[src/rtl/rv_uart_pkg.sv]
// Shared definitions for the UART blocks: register offsets, STATUS layout, serializer states.
// Optional parity frame is enabled by RV_UART_TX_PARITY_EN (see rv_uart_tx_mmio).
package rv_uart_pkg;

  localparam logic [1:0] REG_TXDATA  = 2'd0;
  localparam logic [1:0] REG_STATUS  = 2'd1;
  localparam logic [1:0] REG_BAUDDIV = 2'd2;

  localparam int unsigned ST_FULL   = 0;
  localparam int unsigned ST_EMPTY  = 1;
  localparam int unsigned ST_BUSY   = 2;
  localparam int unsigned ST_OVF    = 3;
  localparam int unsigned ST_COUNT  = 4;
  localparam int unsigned ST_PARITY = 31;

  localparam int unsigned DIV_W = 16;

  typedef enum logic [2:0] {
    S_IDLE   = 3'd0,
    S_START  = 3'd1,
    S_DATA   = 3'd2,
    S_PARITY = 3'd3,
    S_STOP   = 3'd4
  } tx_state_e;

endpackage

[src/rtl/rv_sync_fifo.sv]
// Synchronous FIFO with occupancy count and a fall-through read port.
// Push is ignored when full, pop is ignored when empty.
module rv_sync_fifo #(
  parameter int unsigned WIDTH = 8,
  parameter int unsigned DEPTH = 8
) (
  input  logic                       clk,
  input  logic                       rst,
  input  logic                       push,
  input  logic                       pop,
  input  logic [WIDTH-1:0]           wdata,
  output logic [WIDTH-1:0]           rdata,
  output logic                       full,
  output logic                       empty,
  output logic [$clog2(DEPTH):0]     count
);

  localparam int unsigned PTR_W = $clog2(DEPTH);
  localparam int unsigned CNT_W = PTR_W + 1;

  logic [WIDTH-1:0] mem [DEPTH];
  logic [PTR_W-1:0] wr_ptr;
  logic [PTR_W-1:0] rd_ptr;
  logic             do_push;
  logic             do_pop;

  assign full    = (count == CNT_W'(DEPTH));
  assign empty   = (count == '0);
  assign do_push = push & ~full;
  assign do_pop  = pop & ~empty;
  assign rdata   = mem[rd_ptr];

  always_ff @(posedge clk) begin
    if (do_push) mem[wr_ptr] <= wdata;
  end

  // Pointers wrap naturally because DEPTH is a power of two.
  always_ff @(posedge clk) begin
    if (rst) begin
      wr_ptr <= '0;
      rd_ptr <= '0;
      count  <= '0;
    end else begin
      if (do_push) wr_ptr <= wr_ptr + PTR_W'(1);
      if (do_pop)  rd_ptr <= rd_ptr + PTR_W'(1);
      case ({do_push, do_pop})
        2'b10:   count <= count + CNT_W'(1);
        2'b01:   count <= count - CNT_W'(1);
        default: count <= count;
      endcase
    end
  end

endmodule

[src/rtl/rv_uart_tx_mmio.sv]
// Memory-mapped UART transmitter: TXDATA/STATUS/BAUDDIV registers, TX FIFO and 8N1 serializer.
// Define RV_UART_TX_PARITY_EN to insert an even-parity bit between data and stop.
module rv_uart_tx_mmio
  import rv_uart_pkg::*;
#(
  parameter int unsigned           DATA_WIDTH  = 32,
  parameter int unsigned           ADDR_WIDTH  = 32,
  parameter logic [ADDR_WIDTH-1:0] BASE_WORD   = ADDR_WIDTH'(32'h4000),
  parameter int unsigned           FIFO_DEPTH  = 8,
  parameter logic [DIV_W-1:0]      DEFAULT_DIV = 16'd433
) (
  input  logic                  clk,
  input  logic                  rst,
  input  logic [ADDR_WIDTH-1:0] d_addr,
  input  logic [DATA_WIDTH-1:0] d_in,
  input  logic                  we,
  input  logic                  en,
  output logic [DATA_WIDTH-1:0] d_out,
  output logic                  sel,
  output logic                  tx,
  output logic                  irq
);

  localparam int unsigned CNT_W = $clog2(FIFO_DEPTH) + 1;

  tx_state_e        state;
  logic [DIV_W-1:0] baud_div;
  logic [DIV_W-1:0] timer;
  logic [2:0]       bit_cnt;
  logic [7:0]       shreg;
  logic             ovf;
`ifdef RV_UART_TX_PARITY_EN
  logic             par;
`endif

  logic [1:0]            idx;
  logic                  wr;
  logic                  push_c;
  logic                  pop_c;
  logic                  bit_end_c;
  logic [7:0]            fifo_rdata;
  logic                  fifo_full;
  logic                  fifo_empty;
  logic [CNT_W-1:0]      fifo_count;
  logic [DATA_WIDTH-1:0] status_c;
  logic                  unused_bits;

  assign sel         = (d_addr[ADDR_WIDTH-1:2] == BASE_WORD[ADDR_WIDTH-1:2]);
  assign idx         = d_addr[1:0];
  assign wr          = en & we & sel;
  assign push_c      = wr & (idx == REG_TXDATA);
  assign bit_end_c   = (timer == '0);
  assign pop_c       = ~fifo_empty & ((state == S_IDLE) | ((state == S_STOP) & bit_end_c));
  assign irq         = fifo_empty & (state == S_IDLE);
  assign unused_bits = ^d_in[DATA_WIDTH-1:DIV_W];

  rv_sync_fifo #(
    .WIDTH (8),
    .DEPTH (FIFO_DEPTH)
  ) u_fifo (
    .clk   (clk),
    .rst   (rst),
    .push  (push_c),
    .pop   (pop_c),
    .wdata (d_in[7:0]),
    .rdata (fifo_rdata),
    .full  (fifo_full),
    .empty (fifo_empty),
    .count (fifo_count)
  );

  // CSRs; a push to a full FIFO raises ovf even if a pop happens in the same cycle.
  always_ff @(posedge clk) begin
    if (rst) begin
      baud_div <= DEFAULT_DIV;
      ovf      <= 1'b0;
    end else begin
      if (push_c & fifo_full)                           ovf <= 1'b1;
      else if (wr & (idx == REG_STATUS) & d_in[ST_OVF]) ovf <= 1'b0;
      if (wr & (idx == REG_BAUDDIV)) baud_div <= d_in[DIV_W-1:0];
    end
  end

  always_comb begin
    status_c                    = '0;
    status_c[ST_FULL]           = fifo_full;
    status_c[ST_EMPTY]          = fifo_empty;
    status_c[ST_BUSY]           = (state != S_IDLE);
    status_c[ST_OVF]            = ovf;
    status_c[ST_COUNT +: CNT_W] = fifo_count;
`ifdef RV_UART_TX_PARITY_EN
    status_c[ST_PARITY]         = 1'b1;
`endif
  end

  always_comb begin
    d_out = '0;
    if (sel) begin
      case (idx)
        REG_STATUS:  d_out = status_c;
        REG_BAUDDIV: d_out = DATA_WIDTH'(baud_div);
        default:     d_out = '0;
      endcase
    end
  end

  // Serializer; the timer reloads from baud_div at every bit boundary.
  always_ff @(posedge clk) begin
    if (rst) begin
      state   <= S_IDLE;
      tx      <= 1'b1;
      timer   <= '0;
      bit_cnt <= '0;
      shreg   <= '0;
`ifdef RV_UART_TX_PARITY_EN
      par     <= 1'b0;
`endif
    end else begin
      case (state)
        S_IDLE: begin
          tx <= 1'b1;
          if (pop_c) begin
            shreg   <= fifo_rdata;
            bit_cnt <= 3'd7;
            timer   <= baud_div;
            tx      <= 1'b0;
            state   <= S_START;
`ifdef RV_UART_TX_PARITY_EN
            par     <= ^fifo_rdata;
`endif
          end
        end
        S_START: begin
          if (bit_end_c) begin
            state <= S_DATA;
            timer <= baud_div;
            tx    <= shreg[0];
          end else begin
            timer <= timer - DIV_W'(1);
          end
        end
        S_DATA: begin
          if (bit_end_c) begin
            timer <= baud_div;
            if (bit_cnt == 3'd0) begin
`ifdef RV_UART_TX_PARITY_EN
              state <= S_PARITY;
              tx    <= par;
`else
              state <= S_STOP;
              tx    <= 1'b1;
`endif
            end else begin
              shreg   <= shreg >> 1;
              tx      <= shreg[1];
              bit_cnt <= bit_cnt - 3'd1;
            end
          end else begin
            timer <= timer - DIV_W'(1);
          end
        end
`ifdef RV_UART_TX_PARITY_EN
        S_PARITY: begin
          if (bit_end_c) begin
            state <= S_STOP;
            timer <= baud_div;
            tx    <= 1'b1;
          end else begin
            timer <= timer - DIV_W'(1);
          end
        end
`endif
        S_STOP: begin
          if (bit_end_c) begin
            if (pop_c) begin
              shreg   <= fifo_rdata;
              bit_cnt <= 3'd7;
              timer   <= baud_div;
              tx      <= 1'b0;
              state   <= S_START;
`ifdef RV_UART_TX_PARITY_EN
              par     <= ^fifo_rdata;
`endif
            end else begin
              state <= S_IDLE;
              tx    <= 1'b1;
            end
          end else begin
            timer <= timer - DIV_W'(1);
          end
        end
        default: begin
          state <= S_IDLE;
          tx    <= 1'b1;
        end
      endcase
    end
  end

endmodule

[config.mk]
export PLATFORM = sky130hd
export DESIGN_NAME = rv_uart_tx_mmio
export DESIGN_NICKNAME = d
export VERILOG_FILES = /design/src/rtl/rv_uart_pkg.sv /design/src/rtl/rv_sync_fifo.sv /design/src/rtl/rv_uart_tx_mmio.sv
export SDC_FILE = /design/constraint.sdc
export NUM_CORES = 1
export LEC_CHECK = 0
export BUFFER_PORTS_ARGS = -buffer_cell sky130_fd_sc_hd__buf_2
export CAP_MARGIN = 20
export CORE_UTILIZATION = 55
export DETAILED_ROUTE_END_ITERATION = 7
export GPL_TIMING_DRIVEN = 0
export PLACE_DENSITY = 0.77
export SKIP_CTS_REPAIR_TIMING = 1
export SLEW_MARGIN = 5
export SYNTH_ARGS = -nofsm -noshare
export SYNTH_HDL_FRONTEND = slang
export SYNTH_SLANG_ARGS = --single-unit
[constraint.sdc]
create_clock -name clk -period 3.4 [get_ports clk]
set_clock_uncertainty 0.05 [all_clocks]
set_input_delay 0 -clock clk [delete_from_list [all_inputs] [get_ports clk]]
set_output_delay 0 -clock clk [all_outputs]
set_load 0.02 [all_outputs]
==> flow_summary.ini <==
[drt]
drc_errors = 0
via_count = 5505
routedWlPerCell_um = 20.5
first_pass_iters = 6
via_per_inst = 6.25
first_iter_violations = 702
wl_um = 18100
ant_nets = 0

[worst_hold_path]
min_path_cells = 5
worstHoldPathType = primary input to flip-flop
hold_path_startpoint = d_addr[1]
holdPathEnd = ovf

[sta]
worst_slew_pin_slew_ns = 1.06
period_needed_ns = 3.26
finalMaxSlewViolations = 0
setup_viol = 0
fmax_ghz = 0.307
slew_headroom_pct = 28.5
rsz0062_at_grt = false
tns_ns = 0
finalCritPeriodShare_pct = 95.7
finalHoldViolCount = 0
timing.hold.ws_ns = 0.0235

[floorplan]
die_area_sq_um = 12200
die_height_um = 111
core-area_sq_um = 11500
die_w_um = 111
ioPinCount = 103
std_cell_rows = 39
initial_core_util_pct = 56.6

[grt]
first_global_vias = 5113
grt_max_degree = 17
grt-ovfl-total = 0
grt_pass1_wl_um = 27300
grtUsageTotal_pct = 29.3
antenna_found_initial = 0

[clocking]
clock_sinks = 125
h-tree-depth = 4
cts_buffer_depth = 2
numCtsBuffers = 17
clock-root-buffer = clkbuf_16
clk_pin_slew_worst_paths_ns = 0.06
clkLatencyLatePin_ns = 0.42
cts_tree = yes

[layout]
finalNetCount = 806
diodes = 0
area_growth_pct = 21.1
drive_above_1_share_pct = 23.4
fill_cells = 804
fin_util_pct = 68.6

[critical_path]
worst_setup_path_start_kind = flip-flop
cp_num_buf_inv = 2
rr_startpoint = u_fifo.count[0]
max_stage_delay_ns = 0.50
crit_required_ns = 3.69
rr_worst_depth = 12
cp.arrival_ns = 3.54
timing.rr.end = u_fifo.count[3]
rrSetupSlack_ns = 0.14
crit_family = simple AND/OR/NAND/NOR gates
crit_path_end_kind = flip-flop
path_cells = clkbuf_1 > nor4_4 > nor3_2 > nand2_4 > clkinvlp_4 > ha_1 > ha_1 > a21o_1 > a21oi_1 > xnor2_1 > or3_1 > a21oi_1
crit_fanout = 7
crit_type = flip-flop to flip-flop
cp_slowest_cell = nor4_4

[status]
status = finished clean

[placement]
globalplace.congestion = 0.948
port_buffers = 69
dpl.hpwl_um = 12200

[yosys]
yosysWarnings = 0
synth-seq-cells = 125
yosysSeqAreaShare_pct = 48.4
avgSynthCellArea_sq_um = 10.8
ys_types = 72
synth_area_sq_um = 6490
async_flop_share_pct = 0
synthCells = 603
synth_edf_count = 64
synth_ff_type = edfxtp_1

[power_and_ir_drop]
ir_drop_mv = 0.575
power_density_nw_per_um2 = 430
power.leakage_nw = 2.95

[run]
maxCapViolations = 0
## report_power, final
part / leakage, nW / switching (mW) / internal, mW / total, mW
Combinational: 1.62 / 0.0711 / 0.0533 / 0.124
Sequential: 1.07 / 0.00000000131 / 1.58 / 1.58
Clock: 0.264 / 0.670 / 1.00 / 1.67
## worst min-delay path, delay by kind of cell
family / cells / cell delay, ns
compound gates: 1 / 0.06
fa+ha+maj: 1 / 0.18
buf+inv: 2 / 0.14
simple gates: 1 / 0.06
## metrics by stage
stage,cell area [sq um],power (mW),worst slack (ns),cells
floorplan,6550,1.67,0.411,618
global placement,7070,1.72,-0.298,830
detailed placement,7080,1.72,-0.359,830
CTS,7630,3.37,-0.403,862
global route,7860,3.46,0.000433,881
finish,7860,3.38,0.145,881
## layer usage
| layer | part of all wire [%] | track usage [%] |
|---|---|---|
| met5 | 0 | 0 |
| met4 | 2.5 | 11.6 |
| met3 | 9.9 | 7.60 |
| met2 | 48 | 46.3 |
| met1 | 39 | 38.5 |
## state kept, by name (all words and copies together) (netlist names), named ones only
| signal | cells |
|---|---|
| baud_div | 16 |
| timer | 16 |
| state | 3 |
| u_fifo.count | 4 |
| bit_cnt | 3 |
| shreg | 8 |
| u_fifo.mem | 64 |
| u_fifo.wr_ptr | 3 |
| u_fifo.rd_ptr | 3 |
| tx | 1 |
| ovf | 1 |
## cells in the mapped netlist (12+ instances only)
cell      instances  area (sq um)
mux4_2           16           360
o21ai_0          21           105
inv_1            15          56.3
nand3_1          20           100
nor2_1           60           225
nor3_1           12          60.1
a21oi_1          25           125
mux2i_1          25           250
edfxtp_1         64          1920
ha_1             12           150
nand2_1          52           195
buf_4            19           143
clkbuf_1         21          78.8
dfxtp_1          61          1220
## kinds of logic (layout without fill, tap and decap cells)
kind of cell	after synthesis	after routing	synth area share (%)
AND/OR/NAND/NOR	206	206	16.7
AO/OA/AOI/OAI	132	132	14.7
flip-flops	125	125	48.4
buffers and inverters	68	188	5.61
multiplexers	45	45	10.1
adder cells (fa/ha/maj)	14	14	2.78
XOR/XNOR	12	12	1.62
other	1	16	0.0578
## cells in the final DEF (no fill, tap or decap), types with 8 or more instances in the layout
master         Yosys  final
mux4_2            16     16
mux2i_1           25     25
buf_2              6     75
nor3_1            12      9
clkbuf_16          0     17
dlygate4sd3_1      0     16
buf_4             19     23
ha_1              12     12
edfxtp_1          64     64
nand2_1           52     52
nor4_1             8      8
nand3_1           20     20
and3_1             9      9
o21ai_0           21     21
clkbuf_1          21     21
conb_1             1     16
a21o_1             9      9
inv_1             15     15
nor2_1            60     60
a22oi_1            9      9
dfxtp_1           61     60
a21oi_1           25     25
## final cells by class
type | count | area, sq um | area share (%)
clock inverter | 14 | 120 | 1.53
buffer | 51 | 300 | 3.82
timing repair buffer | 89 | 536 | 6.81
inverter | 16 | 63.8 | 0.812
multi-input combinational | 425 | 3090 | 39.3
tap | 143 | 179 | 2.28
sequential | 125 | 3140 | 40.0
clock buffer | 18 | 429 | 5.46
## how the worst max path moves through the flow
stage	start	end	slack [ns]	cells after the start
finish	u_fifo.count[0]	u_fifo.count[3]	0.14	12
global placement	timer[0]	u_fifo.count[3]	-0.30	14
CTS	timer[0]	u_fifo.count[3]	-0.40	14
detailed placement	timer[0]	u_fifo.count[3]	-0.36	14
global route	timer[0]	u_fifo.count[3]	0.0004	13
floorplan	timer[0]	u_fifo.count[3]	0.41	14
Power figures use the tool's default switching activity.
